--- config.mk ---
export PLATFORM = sky130hd
export DESIGN_NAME = debounce_onepulse
export DESIGN_NICKNAME = d
export VERILOG_FILES = /design/src/rtl/debounce_onepulse.sv
export SDC_FILE = /design/constraint.sdc
export NUM_CORES = 1
export LEC_CHECK = 0
export BUFFER_PORTS_ARGS = -buffer_cell sky130_fd_sc_hd__buf_4
export CORE_AREA = 2 2 96 98
export DETAILED_ROUTE_END_ITERATION = 10
export DIE_AREA = 0 0 98 100
export GPL_ROUTABILITY_DRIVEN = 0
export PLACE_DENSITY = 0.64
export SYNTH_ARGS = -nofsm -noshare
export SYNTH_HDL_FRONTEND = slang
export SYNTH_SLANG_ARGS = --single-unit
--- constraint.sdc ---
create_clock -name clk_40M -period 3.75 [get_ports clk_40M]
set_input_delay 0 -clock clk_40M [delete_from_list [all_inputs] [get_ports clk_40M]]
set_output_delay 0 -clock clk_40M [all_outputs]
set_load 0.02 [all_outputs]
--- src/rtl/debounce_onepulse.sv ---
// Pushbutton front end: 2-flop synchroniser, tick-sampled shift-register
// debouncer, press/release pulses and long-press detection in clk_40M.
module debounce_onepulse #(
  parameter int N_PB       = 4,
  parameter int DEPTH      = 4,
  parameter int LONG_TICKS = 150,
  parameter int CNT_W      = 8
) (
  input  logic            clk_40M,
  input  logic            rst,
  input  logic            clk_debounce,
  input  logic [N_PB-1:0] pb_in,
  output logic [N_PB-1:0] pb_debounced,
  output logic [N_PB-1:0] pb_press,
  output logic [N_PB-1:0] pb_release,
  output logic [N_PB-1:0] pb_long,
  output logic [N_PB-1:0] pb_held
);

  localparam logic [CNT_W-1:0] LONG_C  = CNT_W'(LONG_TICKS);
  localparam logic [CNT_W-1:0] LONG_M1 = CNT_W'(LONG_TICKS - 1);
  localparam logic [DEPTH-1:0] ONES    = '1;

  logic [N_PB-1:0]  sync1_q;
  logic [N_PB-1:0]  sync2_q;
  logic             dbc_q;
  logic             tick;

  logic [DEPTH-1:0] sh_q [N_PB];
  logic [DEPTH-1:0] sh_d [N_PB];
  logic [CNT_W-1:0] hc_q [N_PB];
  logic [CNT_W-1:0] hc_d [N_PB];

  logic [N_PB-1:0]  deb_q;
  logic [N_PB-1:0]  deb_d;
  logic [N_PB-1:0]  press_q;
  logic [N_PB-1:0]  press_d;
  logic [N_PB-1:0]  rel_q;
  logic [N_PB-1:0]  rel_d;
  logic [N_PB-1:0]  long_q;
  logic [N_PB-1:0]  long_d;
  logic [N_PB-1:0]  held_q;
  logic [N_PB-1:0]  held_d;

  // clk_debounce is a data level here; one tick per rising edge
  assign tick = clk_debounce & ~dbc_q;

  always_comb begin
    sh_d   = sh_q;
    hc_d   = hc_q;
    deb_d  = deb_q;
    long_d = '0;
    for (int i = 0; i < N_PB; i++) begin
      if (tick) begin
        sh_d[i] = {sh_q[i][DEPTH-2:0], sync2_q[i]};
      end
      unique case (1'b1)
        (sh_q[i] == ONES): deb_d[i] = 1'b1;
        (sh_q[i] == '0):   deb_d[i] = 1'b0;
        default:           deb_d[i] = deb_q[i];
      endcase
      // a falling level wins over a coincident saturation tick
      if (!deb_q[i] || !deb_d[i]) begin
        hc_d[i] = '0;
      end else if (tick && (hc_q[i] < LONG_C)) begin
        hc_d[i]   = hc_q[i] + CNT_W'(1);
        long_d[i] = (hc_q[i] == LONG_M1);
      end
    end
    press_d = deb_d & ~deb_q;
    rel_d   = ~deb_d & deb_q;
    held_d  = deb_d & (held_q | long_d);
  end

  always_ff @(posedge clk_40M or posedge rst) begin
    if (rst) begin
      sync1_q <= '0;
      sync2_q <= '0;
      dbc_q   <= 1'b0;
      deb_q   <= '0;
      press_q <= '0;
      rel_q   <= '0;
      long_q  <= '0;
      held_q  <= '0;
      for (int i = 0; i < N_PB; i++) begin
        sh_q[i] <= '0;
        hc_q[i] <= '0;
      end
    end else begin
      sync1_q <= pb_in;
      sync2_q <= sync1_q;
      dbc_q   <= clk_debounce;
      deb_q   <= deb_d;
      press_q <= press_d;
      rel_q   <= rel_d;
      long_q  <= long_d;
      held_q  <= held_d;
      for (int i = 0; i < N_PB; i++) begin
        sh_q[i] <= sh_d[i];
        hc_q[i] <= hc_d[i];
      end
    end
  end

  assign pb_debounced = deb_q;
  assign pb_press     = press_q;
  assign pb_release   = rel_q;
  assign pb_long      = long_q;
  assign pb_held      = held_q;

endmodule
* Yosys cells after proc, flatten, opt, wreduce, memory -nomap -nowiden *
Index checks and enable logic that the tools add are counted.

word-level totals
  output and inout port bits = 20
  flip-flop bits (word level) = 77
  bits of input ports = 7
  logic and storage cells = 84

operators by class
  muxes and demuxes = 20
  add/sub/neg operators = 4
  $lt $le $gt $ge = 4
  reductions and logical operators = 24
  bitwise gates (word level) = 8
  equality and inequality tests = 8

operator list
  cell                   number
  $mux W8                8
  $add A8 B1 Y8 const B  4
  $eq A8 B8 Y1 const B   4
  $lt A8 B8 Y1 const B   4
  $eq A4 B4 Y1 const B   4
  $logic_not A4 Y1       4
  $and A4 B4 Y4          3
  $logic_not A1 Y1       8
  $mux W1                8
  $not A4 Y4             2
  $pmux W1 S2            4
  $reduce_bool A2 Y1     4
  $logic_and A1 B1 Y1    4
  $logic_or A1 B1 Y1     4
  $or A4 B4 Y4           1
  $and A1 B1 Y1          1
  $not A1 Y1             1

* Longest topological paths before layout *
  word-level depth = 7
  depth in mapped cells = 6
  depth with buffers taken out = 6

* Least setup slack after synthesis *
OpenSTA, ideal clock, no wires.

  path kind = reg2reg
  from = reg sh_q[0] (netlist name)
  to = reg held_q[3] (netlist: pb_held[3])
  stages on the path, launching flop included = 5
  setup time = 0.119 ns
  data arrival time = 1.367 ns
  required time = 3.631 ns
  path buffers = 0
  slack = 2.265 ns
  cell sequence = dfrtp_1 or3_4 o21ai_4 and4bb_1 o21a_1

on the way
  word-level cells in the longest chain between the ends = 7
  elaborated cells on any way between the ends = 8
  classes of those cells = eq/ne: 1; mux: 2; bitwise: 2; reduce/logical: 3

ends and longest elaborated chain
  element                                                  line    text
  from (decl)                                              29      logic [DEPTH-1:0] sh_q [N_PB];
  from (signal, indexed assignment)                        99      sh_q[i] <= sh_d[i];
  $eq A4 B4 Y1 / $logic_not A4 Y1 (equally long branches)  58, 59
  $pmux W1 S2 (*)                                          57      unique case (1'b1)
  $logic_not A1 Y1 (*)                                     63      if (!deb_q[i] || !deb_d[i]) begin
  $logic_or A1 B1 Y1 (*)                                   63
  $mux W1 (*)                                              63
  net long_d[3]                                            41      logic [N_PB-1:0] long_d;
  $or A4 B4 Y4 (*)                                         72      held_d = deb_d & (held_q | long_d);
  $and A4 B4 Y4 (*)                                        72
  net held_d[3]                                            43      logic [N_PB-1:0] held_d;
  to (signal assigned)                                     97      held_q <= held_d;
  to (decl)                                                42      logic [N_PB-1:0] held_q;

Mark *: on every way through the listed nets, which the timed path passes. The rest lies on a longest branch.
A chain may end at the register's enable or synchronous reset.

* Final worst setup path *
  from = reg dbc_q
  to = reg hc_q[5] (netlist name)

on the way
  word-level cells in the longest chain between the ends = 4

ends and longest elaborated chain
  element                              line  text
  from (decl)                          26    logic dbc_q;
  from (signal assigned)               92    dbc_q <= clk_debounce;
  $not A1 Y1                           46    assign tick = clk_debounce & ~dbc_q;
  $and A1 B1 Y1                        46
  $logic_and A1 B1 Y1                  65    end else if (tick && (hc_q[i] < LONG_C)) begin
  $reduce_bool A2 Y1 (no source line)  -
  to (signal, indexed assignment)      100   hc_q[i] <= hc_d[i];
  to (decl)                            31    logic [CNT_W-1:0] hc_q [N_PB];

Every way passes these cells.

==> results.md <==
* Status: finished, final reports clean
* Reg2reg path depth at 4
* Vias in the first global route at 2182
* Worst Path Required at just over 4 ns
* # DRC at 0
* Crit path max fanout at 32
* Routed Wire Length at approximately 5900 um
* N_diodes at 0
* Pwr/cell area at about 480 nW/um2
* Synthesized cell area at around 3400 um2
* Crit path capture: hc_q[5]$_DFFE_PP0P_
* Yosys Warn Count at 0
* Io pins at 27
* Final worst slack at between 1.5 and 2 ns
* Max stage delay cell, worst path: and2b_2
* ANT nets after route at 0
* Max Cap Viol at 0
* Reg2reg end: hc_q[5]$_DFFE_PP0P_
* Worst skew pair latency at 0.36 ns
* Met1 WL at between 2000 and 3000 um
* DR top layer: met4
* Syn_nets at slightly above 300
* Pre-CTS setup slack at ~1.7 ns
* Routed length on met2 at approximately 2700 um
* Die H at roughly 100 um
* All-Layer GR Usage at 0.132
* H-Tree Level Count at 3
* Asr flop ratio synth at 1.00
* Post-CTS resize count at 0
* CP Data Arrival Time at 2.30 ns
* Setup TNS at 0 ns
* Fin crit share at 0.539
* Startpoint type of the worst setup path: flip-flop
* Yosys reg bits at 77
* Critical path cell sequence: and2b_2, nand3_2, or4_1, a21oi_1
* Drt first pass iters at 4
* Clk root buf: clkbuf_8
* IO buf count at 26
* Share of layout cells above drive strength 1 at 0.225
* Final Slew Violations at 0
* Worst R2R Setup Slack at approximately 1.7 ns
* WL per Instance at around 13 um
* Number of synthesized flops with an enable pin at 0
* Setup Viol. Count Final at 0
* GRT overflow at 0
* Vias per cell at around 5.2
* Std-Cell Rows at 35
* Die area at 9800 um2
* Yosys cell types at 43
* Drt initial violations at about 190
* Worst slew margin relative to its limit at 0.297
* Crit-path max cell delay at 0.66 ns
* FF-to-FF Start: dbc_q$_DFF_PP0_
* Clock sinks at 77
* Layout fillers at 826
* Hold WC Path Type: in2reg
* Worst clock skew at just over 0.008 ns
* Initial antenna violation count at 0
* Cells after Synth at roughly 290
* Post-synth top flop: dfrtp_1
* Max rail drop VDD at approximately 0.32 mV
* Reg clk slew, reported paths at roughly 0.080 ns
* RSZ-0062 raised after global routing: no
* Dpl hpwl at 3950 um
* WS Path Type: reg2reg
* Sequential standard cell area at about 1900 um2
* Seq/Total Area, Yosys at 0.566
* Starting Density at 0.383
* Core ar. at between 8000 and 9000 um2
* Largest net degree at the start of global routing at 53
* # nets final at around 340
* Setup crit start: dbc_q$_DFF_PP0_
* Final Hold Violating Endpoints at 0
* Die W at between 90 and 100 um
* Worst Max-Slew Pin Slew at ~1.1 ns
* Post-layout min period at 2.02 ns
* Fmax at just under 500 MHz
* Setup crit end kind: flip-flop
* Total CTS buffers at 9
* Total power at 1.94 mW
* Longest Clk Path Bufs at 2
* Syn-to-layout area delta at 17.8%
* DR WL met3 at roughly 220 um
* Synthesized area per cell at ~12 um2
* Multi-input gate area at 1420 um2
* Leakage power at around 1.7 nW
* Total number of vias at approximately 2300
* First-pass GRT wire length at a little over 10000 um
* CTS tree: built
==> kinds of logic (layout without fill, tap and decap cells) <==
family / Yosys count / in the layout / share of synthesized area
compound gates: 50 / 50 / 0.108
xor+xnor: 19 / 19 / 0.0489
fa+ha+maj: 8 / 8 / 0.0294
buf+inv: 15 / 60 / 0.0176
flops: 77 / 77 / 0.566
mux: 18 / 18 / 0.0592
simple gates: 101 / 101 / 0.171
==> final cells by class <==
cell class,instances,area share
Clock buffer,9,0.0309
Clock inverter,7,0.0246
Inverter,11,0.0103
Multi-Input combinational cell,196,0.354
Sequential cell,77,0.480
Tap cell,111,0.0346
Timing Repair Buffer,33,0.0655
==> layout by cell type (no fill, tap or decap), types with 7 or more instances in the layout <==
cell type	synthesis	layout
o2111ai_1	7	7
nand4_1	9	9
xnor2_1	9	9
nor2_1	33	33
and3_1	7	7
nand3_1	7	7
clkbuf_8	0	9
buf_4	0	27
ha_1	8	8
a21oi_1	16	16
xor2_1	10	10
nand2_1	9	9
mux2_2	17	17
inv_1	11	10
dfrtp_1	77	77
==> synth_stat cells (2+ instances only) <==
cell type	instances	area (um2)
a211oi_1	4	30.0
a21oi_1	16	80.1
a31oi_1	4	25.0
and3_1	7	43.8
and4bb_2	2	25.0
buf_2	3	15.0
dfrtp_1	77	1930
ha_1	8	100
inv_1	11	41.3
mux2_2	17	191
nand2_1	9	33.8
nand3_1	7	35.0
nand4_1	9	56.3
nand4bb_1	3	33.8
nor2_1	33	124
nor3_1	6	30.0
nor3b_1	6	45.0
nor4_1	2	12.5
o2111ai_1	7	61.3
o211a_1	4	40.0
o21a_1	4	30.0
o21ai_0	2	10.0
o21ai_2	5	43.8
o21ai_4	2	32.5
o31ai_1	2	15.0
or3_1	4	25.0
xnor2_1	9	78.8
xor2_1	10	87.6
==> power by group <==
group	internal [mW]	switching [mW]	total [mW]
logic	0.116	0.142	0.258
registers	0.908	0.0795	0.988
clock network	0.378	0.318	0.695
total	1.40	0.539	1.94
==> worst min path at each step <==
stage	to	depth (start not counted)	slack, ns	start
floorplan	dbc_q$_DFF_PP0_	0	0.03	clk_debounce
finish	sync1_q[3]$_DFF_PP0_	2	0.29	pb_in[3]
CTS	sync1_q[3]$_DFF_PP0_	2	0.27	pb_in[3]
global route	sync1_q[3]$_DFF_PP0_	2	0.28	pb_in[3]
global placement	sync1_q[3]$_DFF_PP0_	1	0.11	pb_in[3]
detailed placement	sync1_q[1]$_DFF_PP0_	1	0.11	pb_in[1]
==> sequential cells by signal (all words and copies together) (netlist names) <==
name and flops:
sh_q 16, sync2_q 4, hc_q 32, pb_held 4, pb_long 4, pb_release 4, sync1_q 4, pb_press 4
dbc_q 1, pb_debounced 4
==> per-layer routing <==
layer / up-vias / GRT usage
li1: 1126 / -
met1: 1133 / 0.175
met2: 42 / 0.203
met3: 9 / 0.0390
met4: 0 / 0.0588
met5: - / 0
==> what timing repair did <==
item / in CTS / in global routing
hold buffers: 6 / 0
setup endpoints to repair: 0 / 0
hold endpoints to repair: 56 / 0
buffers inserted: 0 / 0
==> critical path: cells and delay by family (launching register included) <==
kind	cells	cell delay, ns
and+or+nand+nor	3	1.40
DFF	1	0.39
AOI/OAI and AO/OA	1	0.14
==> stage by stage <==
| step | instance area (um2) | hold WS, ns | instances | utilization |
|---|---|---|---|---|
| 6_report | 4010 | 0.289 | 444 | 0.451 |
| 5_1_grt | 4010 | 0.275 | 444 | 0.451 |
| 4_1_cts | 4010 | 0.269 | 444 | 0.451 |
| 3_5_place_dp | 3730 | 0.110 | 422 | 0.419 |
| 3_3_place_gp | 3730 | 0.110 | 422 | 0.419 |
| 2_1_floorplan | 3400 | 0.0314 | 288 | - |
Note: power is estimated with default switching activity, not from simulation.
